**config.mk**
```make
export PLATFORM = sky130hd
export DESIGN_NAME = lsu
export DESIGN_NICKNAME = d
export VERILOG_FILES = /design/src/rtl/lsu.sv
export SDC_FILE = /design/constraint.sdc
export NUM_CORES = 1
export LEC_CHECK = 0
export ABC_AREA = 1
export CAP_MARGIN = 20
export CORE_MARGIN = 2
export CORE_UTILIZATION = 43
export DETAILED_ROUTE_END_ITERATION = 7
export PLACE_DENSITY = 0.8
export SETUP_SLACK_MARGIN = 0.05
export SLEW_MARGIN = 20
export SYNTH_ARGS = -nofsm -noshare
export SYNTH_HDL_FRONTEND = slang
export SYNTH_SLANG_ARGS = --single-unit
```
**constraint.sdc**
```tcl
create_clock -name clk -period 1.8 [get_ports clk]
set_input_delay 0.18 -clock clk [delete_from_list [all_inputs] [get_ports clk]]
set_output_delay 0.18 -clock clk [all_outputs]
set_load 0.05 [all_outputs]
```
**src/rtl/lsu.sv**
```systemverilog
// Load/store unit: one memory op at a time on a valid/ready data port, with
// byte-lane steering for stores and sign/zero extraction for loads.
module lsu #(
    parameter int XLEN   = 32,
    parameter int ADDR_W = 32
) (
    input  logic              clk,
    input  logic              rst_n,
    input  logic              flush,
    input  logic              lsu_en,
    input  logic              op_valid,
    input  logic              op_store,
    input  logic [2:0]        op_funct3,
    input  logic [ADDR_W-1:0] op_addr,
    input  logic [XLEN-1:0]   op_wdata,
    input  logic [4:0]        op_rd,
    output logic              op_ready,
    output logic              mem_req,
    output logic              mem_we,
    output logic [ADDR_W-1:0] mem_addr,
    output logic [XLEN-1:0]   mem_wdata,
    output logic [3:0]        mem_wstrb,
    input  logic              mem_ready,
    input  logic              mem_rvalid,
    input  logic [XLEN-1:0]   mem_rdata,
    output logic              ld_valid,
    output logic [XLEN-1:0]   ld_data,
    output logic [4:0]        ld_rd,
    output logic              misalign
);

    // state | meaning
    // IDLE  | ready for a new op
    // REQ   | mem_req asserted, waiting for mem_ready
    // WAIT  | load accepted by memory, waiting for read data
    // DRAIN | flushed load still outstanding; response is discarded
    typedef enum logic [1:0] {
        IDLE  = 2'd0,
        REQ   = 2'd1,
        WAIT  = 2'd2,
        DRAIN = 2'd3
    } state_t;

    state_t state, state_nxt;

    logic [2:0]      funct3_q;
    logic [1:0]      off_q;
    logic [4:0]      rd_q;
    logic            store_q;

    logic            size_b;
    logic            size_h;
    logic            accept;
    logic            aligned;
    logic            issue;
    logic            ld_fire;
    logic [3:0]      lane_strb;
    logic [XLEN-1:0] lane_data;
    logic [XLEN-1:0] rshift;
    logic [XLEN-1:0] ld_ext;

    // funct3[1:0] encodes the access size; unused encodings behave as word
    assign size_b  = (op_funct3[1:0] == 2'b00);
    assign size_h  = (op_funct3[1:0] == 2'b01);
    assign accept  = (state == IDLE) && op_valid && lsu_en && !flush;
    assign aligned = size_b
                  || (size_h && !op_addr[0])
                  || (!size_b && !size_h && (op_addr[1:0] == 2'b00));
    assign issue   = accept && aligned;

    assign op_ready = (state == IDLE);
    assign mem_req  = (state == REQ);
    assign mem_we   = mem_req && store_q;

    always_ff @(posedge clk) begin
        if (!rst_n) begin
            state <= IDLE;
        end else begin
            state <= state_nxt;
        end
    end

    always_comb begin
        state_nxt = state;
        ld_fire   = 1'b0;
        case (state)
            IDLE: begin
                if (issue) state_nxt = REQ;
            end
            REQ: begin
                // a store already handed to memory is committed even under flush
                if (mem_ready) begin
                    if (store_q)    state_nxt = IDLE;
                    else if (flush) state_nxt = DRAIN;
                    else            state_nxt = WAIT;
                end else if (flush) begin
                    state_nxt = IDLE;
                end
            end
            WAIT: begin
                if (flush) begin
                    state_nxt = mem_rvalid ? IDLE : DRAIN;
                end else if (mem_rvalid) begin
                    state_nxt = IDLE;
                    ld_fire   = 1'b1;
                end
            end
            DRAIN: begin
                if (mem_rvalid) state_nxt = IDLE;
            end
            default: state_nxt = IDLE;
        endcase
    end

    always_comb begin
        lane_strb = 4'b1111;
        lane_data = op_wdata;
        if (size_b) begin
            lane_strb = 4'b0001 << op_addr[1:0];
            lane_data = {4{op_wdata[7:0]}};
        end else if (size_h) begin
            lane_strb = 4'b0011 << op_addr[1:0];
            lane_data = {2{op_wdata[15:0]}};
        end
    end

    assign rshift = mem_rdata >> {off_q, 3'b000};

    always_comb begin
        case (funct3_q)
            3'b000:  ld_ext = {{(XLEN-8){rshift[7]}}, rshift[7:0]};
            3'b100:  ld_ext = {{(XLEN-8){1'b0}}, rshift[7:0]};
            3'b001:  ld_ext = {{(XLEN-16){rshift[15]}}, rshift[15:0]};
            3'b101:  ld_ext = {{(XLEN-16){1'b0}}, rshift[15:0]};
            default: ld_ext = mem_rdata;
        endcase
    end

    always_ff @(posedge clk) begin
        if (!rst_n) begin
            mem_addr  <= '0;
            mem_wdata <= '0;
            mem_wstrb <= 4'b0000;
            store_q   <= 1'b0;
            funct3_q  <= 3'b000;
            off_q     <= 2'b00;
            rd_q      <= 5'd0;
            ld_valid  <= 1'b0;
            ld_data   <= '0;
            ld_rd     <= 5'd0;
            misalign  <= 1'b0;
        end else begin
            misalign <= accept && !aligned;
            ld_valid <= ld_fire;
            if (issue) begin
                mem_addr  <= {op_addr[ADDR_W-1:2], 2'b00};
                mem_wstrb <= op_store ? lane_strb : 4'b0000;
                mem_wdata <= op_store ? lane_data : '0;
                store_q   <= op_store;
                funct3_q  <= op_funct3;
                off_q     <= op_addr[1:0];
                rd_q      <= op_rd;
            end
            if (ld_fire) begin
                ld_data <= ld_ext;
                ld_rd   <= rd_q;
            end
        end
    end

endmodule
```
==> metrics.txt <==
final core utilization=69.1%; Setup TNS Final=0 ns; most common cell after layout, fill and taps aside=nand2_1; routed via count=6108; hold path startpoint=op_rd[2]; status=completed; min cycle time layout=1.72 ns; # setup viols final=0; Power Total=7.45 mW; RSZ-0062 raised after global routing=no; CTS clk-pin slew, worst paths=0.05 ns; pin count of the biggest net entering global routing=56; Max clock buf depth=2; Clock Latency Late Sink=0.42 ns; DP Area=0.00795 mm^2; IO buf count=219; Yosys reg bits=118; f_max=581 MHz; Mapped Cells=798; met1 wire length=7350 um; CP max FO=2; CTS tree=done; Final GP Congestion=0.930; CP Launch Type=flip-flop; sequential fraction of the synthesis area=43.3%; Initial Util=43.5%; Crit path depth=1; class of the worst hold path=in -> reg; Slew HR=63.0%; FF-to-FF setup slack=0.27 ns; CTS buffer count=17; met3 WL=1540 um; Storage cell area=0.00236 mm^2; GRT Resource Usage Total=25.9%; Clock Skew=0.0108 ns; Peak VDD IR=0.000513 V; fillers=1051; Post-Syn Area=0.00545 mm^2; CP cell instances=clkdlybuf4s50_1; multi-input logic area=0.00261 mm^2; Critical Path AT=1.54 ns; most frequent cells in the layout=nand2_1 (172), nor2_1 (147), dfxtp_1 (118); WL/cell=14.7 um; syn_area_per_cell=6.83 um^2; Top delay family on crit path=buffers and inverters; Die ar.=0.0136 mm^2; r2r startpoint=off_q[0]; DR DRC count=0; Setup WS post-layout=0.0799 ns; Post-CTS Setup Bufs=0; final wirelength=17700 um; Place WS=-0.0631 ns; CP max stage delay=0.80 ns; Worst path slowest cell=clkdlybuf4s50_1; dpl hpwl=12400 um; synth warn=0; initial antenna violation count=0; worst slew pin tran=0.558 ns; share of layout cells above drive strength 1=8.61%; leak pwr=4.71 nW; vias in the first global route=5604; IO Pins=222; WHS Path Cells=3; Max Slew Vio Count=0; highest metal used=met4; Antenna Cells=0; Setup crit end kind=output port; die width=117 um; Final Hold Fails=0; Cell variety after synth=27; DR WL met2=8280 um; Placeable Area=0.0125 mm^2; clk sink count=118; Vias/cell=5.06; Buf/Inv on CP=1; WP data required=1.62 ns; starting DRC count in detailed routing=464; hold_buf cts=0; Final #Nets=1137; height of the die=117 um; # rows=41; H-tree Lvls=4; final critical-path share of the clock period=95.6%; clock root cell=clkbuf_16; Max Cap Violations=0; Worst R2R Path Depth=6; RR Endpoint=ld_data[6]; global route total overflow=0; DRT Pass-1 Iters=6; Antenna Nets Post-Route=0; category of the most critical setup path=reg -> out; Hold Path Sink=rd_q[2]; Power Dens Cells=860 mW/mm^2; post-route design area=0.00865 mm^2; first-pass GRT wire length=27300 um; Layout area overhead=58.8%
[metrics by stage]
stage / hold slack (ns) / cells
2_1_floorplan: 0.315 / 799
3_3_place_gp: 0.446 / 1174
3_5_place_dp: 0.453 / 1174
4_1_cts: 0.331 / 1206
5_1_grt: 0.351 / 1206
6_report: 0.344 / 1206
[how the worst max path moves through the flow]
stage                           start            to  slack, ns
after floorplan              state[0]        mem_we       0.12
after CTS                 ld_data[30]   ld_data[30]       0.05
final                     mem_addr[3]   mem_addr[3]       0.08
after global placement     op_addr[0]  mem_wdata[2]      -0.03
after global routing      ld_data[25]   ld_data[25]       0.05
after detailed placement   op_addr[0]  mem_wdata[0]      -0.06
[cell type report]
type,instances,share of cell area (%)
Multi-Input combinational cell,576,30.1
Sequential cell,118,27.3
Timing Repair Buffer,258,30.5
Inverter,50,2.17
Tap cell,172,2.49
Clock buffer,23,5.75
Clock inverter,9,1.68
[where the power goes]
group	internal, mW	leakage [nW]	switching [mW]
Clock	2.49	0.323	1.18
Sequential	2.68	0.954	0.0332
Combinational	0.454	3.44	0.614
[flip-flops by register name, indices dropped and copies added (netlist names)]
name,flops
rd_q,5
store_q,1
misalign,1
state,2
mem_wstrb,4
ld_data,32
mem_wdata,32
mem_addr,30
ld_rd,5
funct3_q,3
ld_valid,1
off_q,2
[layer usage]
| metal | global-route usage (%) | up-vias |
|---|---|---|
| met2 | 40.6 | 285 |
| li1 | - | 3037 |
| met3 | 7.84 | 54 |
| met4 | 12.2 | 0 |
| met1 | 32.7 | 2732 |
| met5 | 0 | - |
[what timing repair did]
| action | in CTS | in global routing |
|---|---|---|
| setup endpoints to repair | 51 | 67 |
| hold endpoints to repair | 0 | 0 |
| gates resized for setup | 51 | 52 |
[cell usage after synthesis]
library cell / instances / area [um^2]
nand3_1: 68 / 340
nor2_1: 147 / 552
a31oi_1: 1 / 6.26
ha_1: 4 / 50.1
conb_1: 1 / 3.75
buf_4: 6 / 45.0
buf_1: 7 / 26.3
buf_2: 20 / 100
dfxtp_1: 118 / 2360
nor3_1: 2 / 10.0
clkbuf_1: 16 / 60.1
nand3_2: 1 / 10.0
nor2_2: 2 / 12.5
nand4_2: 2 / 25.0
o211ai_1: 7 / 52.6
inv_1: 43 / 161
nand4_1: 9 / 56.3
buf_6: 6 / 67.6
nand3b_1: 3 / 22.5
o21a_1: 1 / 7.51
a21oi_1: 46 / 230
nand2_1: 173 / 649
o21ai_0: 104 / 521
inv_2: 7 / 26.3
o211a_1: 1 / 10.0
o22ai_4: 1 / 20.0
nor2_4: 2 / 22.5
[kinds of logic after synthesis]
family | Yosys count | synth area share, %
AND/OR/NAND/NOR | 409 | 31.2
other | 1 | 0.0688
adder cells (fa/ha/maj) | 4 | 0.918
AO/OA/AOI/OAI | 161 | 15.5
buffers and inverters | 105 | 8.93
flip-flops | 118 | 43.3
(Power assumes the default switching activity.)
==> patch (same settings) <==
Set the parameter `ADDR_W` to 64 (it was 32).
--- a/src/rtl/lsu.sv
+++ b/src/rtl/lsu.sv
@@ -3,5 +3,5 @@
 module lsu #(
     parameter int XLEN   = 32,
-    parameter int ADDR_W = 32
+    parameter int ADDR_W = 64
 ) (
     input  logic              clk,
Ports: changed (resized mem_addr and op_addr); port bits go from 222 to 286. The function was not compared with the original's and may differ.
==> patch against the unedited design <==
Count of clock-buffer cells in the layout decreased by 2; power rose by 13%; non-clock buffer count increased by 58; critical path depth up 5; final area is 17% higher; area after synthesis up 19%; setup slack gained 4.5 ps; sequential cell count rose by 32; sequential share of layout area increased by 2.3 points; wire length grew 21%; register-to-register slack got worse by 190 ps.
==> patch: results (changes against the unedited design) <==
* Complex-gate fraction of the synthesized area at 0.154 (was 0.155)
* All-Layer GR Usage at 0.261 (was 0.259)
* Part of the power in registers at 0.411 (was 0.364)
* RePlAce Congestion at 0.878 (was 0.930)
* RR Startpoint: state[1] (was off_q[0])
* Fin nets at 1355 (was 1137)
* GRT met1 Usage at 0.313 (was 0.327)
* Netlist cell types at 28 (was 27)
* Fillers at 1284 (was 1051)
* Slew HR at 0.629 (was 0.630)
* Post-Layout Cell Count at 1404 (was 1206)
* First-pass GRT wire length at 33.6 mm (was 27.3 mm)
* Met2 usage at 0.429 (was 0.406)
* Met2 wire length at 10.2 mm (was 8.28 mm)
* Largest net degree at the start of global routing at 57 (was 56)
* Maximum VDD drop at 633 uV (was 513 uV)
* Status: finished, final reports clean (unchanged)
* CP max stage cell: buf_4 (was clkdlybuf4s50_1)
* Vias post-DR at 7212 (was 6108)
* Initial DRC count at 568 (was 464)
* Slowest cell delay on critical path at 410 ps (was 800 ps)
* Static Leak at 5.21 nW (was 4.71 nW)
* Layout cells sized above 1 at 0.0713 (was 0.0861)
* Drt first pass iters at 7 (was 6)
* Root buf cell: clkbuf_16 (unchanged)
* Met3 WL at 1.79 mm (was 1.54 mm)
* Worst clock skew at 7.39 ps (was 10.8 ps)
* FF-to-FF End: mem_wdata[29] (was ld_data[6])
* Vias in the first global route at 6709 (was 5604)
* Synth area leaders: dfxtp_1 46%, nor2_1 12%, o21ai_0 10% (was dfxtp_1 43%, nand2_1 12%, nor2_1 10%)
* Antenna diodes at 0 (unchanged)
* Synth cell count leaders: 212 x nor2_1, 173 x nand2_1, 150 x dfxtp_1 (was 173 x nand2_1, 147 x nor2_1, 118 x dfxtp_1)
* # port buffers at 283 (was 219)
* Post-Place Setup Slack at -167 ps (was -63.1 ps)
* Synth Area in Adders at 0.00769 (was 0.00918)
* CTS-repair resized insts at 103 (was 51)
* Dpl cell area at 0.00958 mm2 (was 0.00795 mm2)
* Final WL at 21.4 mm (was 17.7 mm)
* Mapped Cells at 937 (was 798)
* Met1 Wirelength at 8.72 mm (was 7.35 mm)
* CTS clk-pin slew, worst paths at 70 ps (was 50 ps)
* Crit Path Max Fanout at 44 (was 2)
* DP HPWL at 15.2 mm (was 12.4 mm)
* Worst hold endpoint: ld_data[31] (was rd_q[2])
* GRT met3 Usage at 0.0896 (was 0.0784)
* Psw at 2.22 mW (was 1.83 mW)
## patch: cell type report
cell class	instances	area (um2)	share of cell area
flip-flops and latches	150	3000	0.296
clock buffers	21	460	0.0454
repair buffers	316	3110	0.307
well taps	184	230	0.0227
inverters	50	189	0.0186
multi-input cells	672	3000	0.296
clock inverters	11	148	0.0146
## patch: kinds of logic (layout without fill, tap and decap cells)
| family | count (synthesis) | in the layout |
|---|---|---|
| AOI/OAI and AO/OA | 193 | 193 |
| adders and majority gates | 4 | 4 |
| buffers and inverters | 116 | 398 |
| DFF | 150 | 150 |
| other | 1 | 2 |
| and+or+nand+nor | 473 | 473 |
## patch: worst max-delay path by stage
stage / start / endpoint / slack (ps)
after floorplan: state[0] / mem_we / 120
after global placement: op_addr[0] / mem_addr[43] / -120
after detailed placement: op_addr[0] / mem_addr[58] / -170
after CTS: mem_wdata[2] / mem_wdata[2] / 50
after global routing: state[1] / mem_addr[58] / -70
final: state[1] / mem_wdata[29] / 80
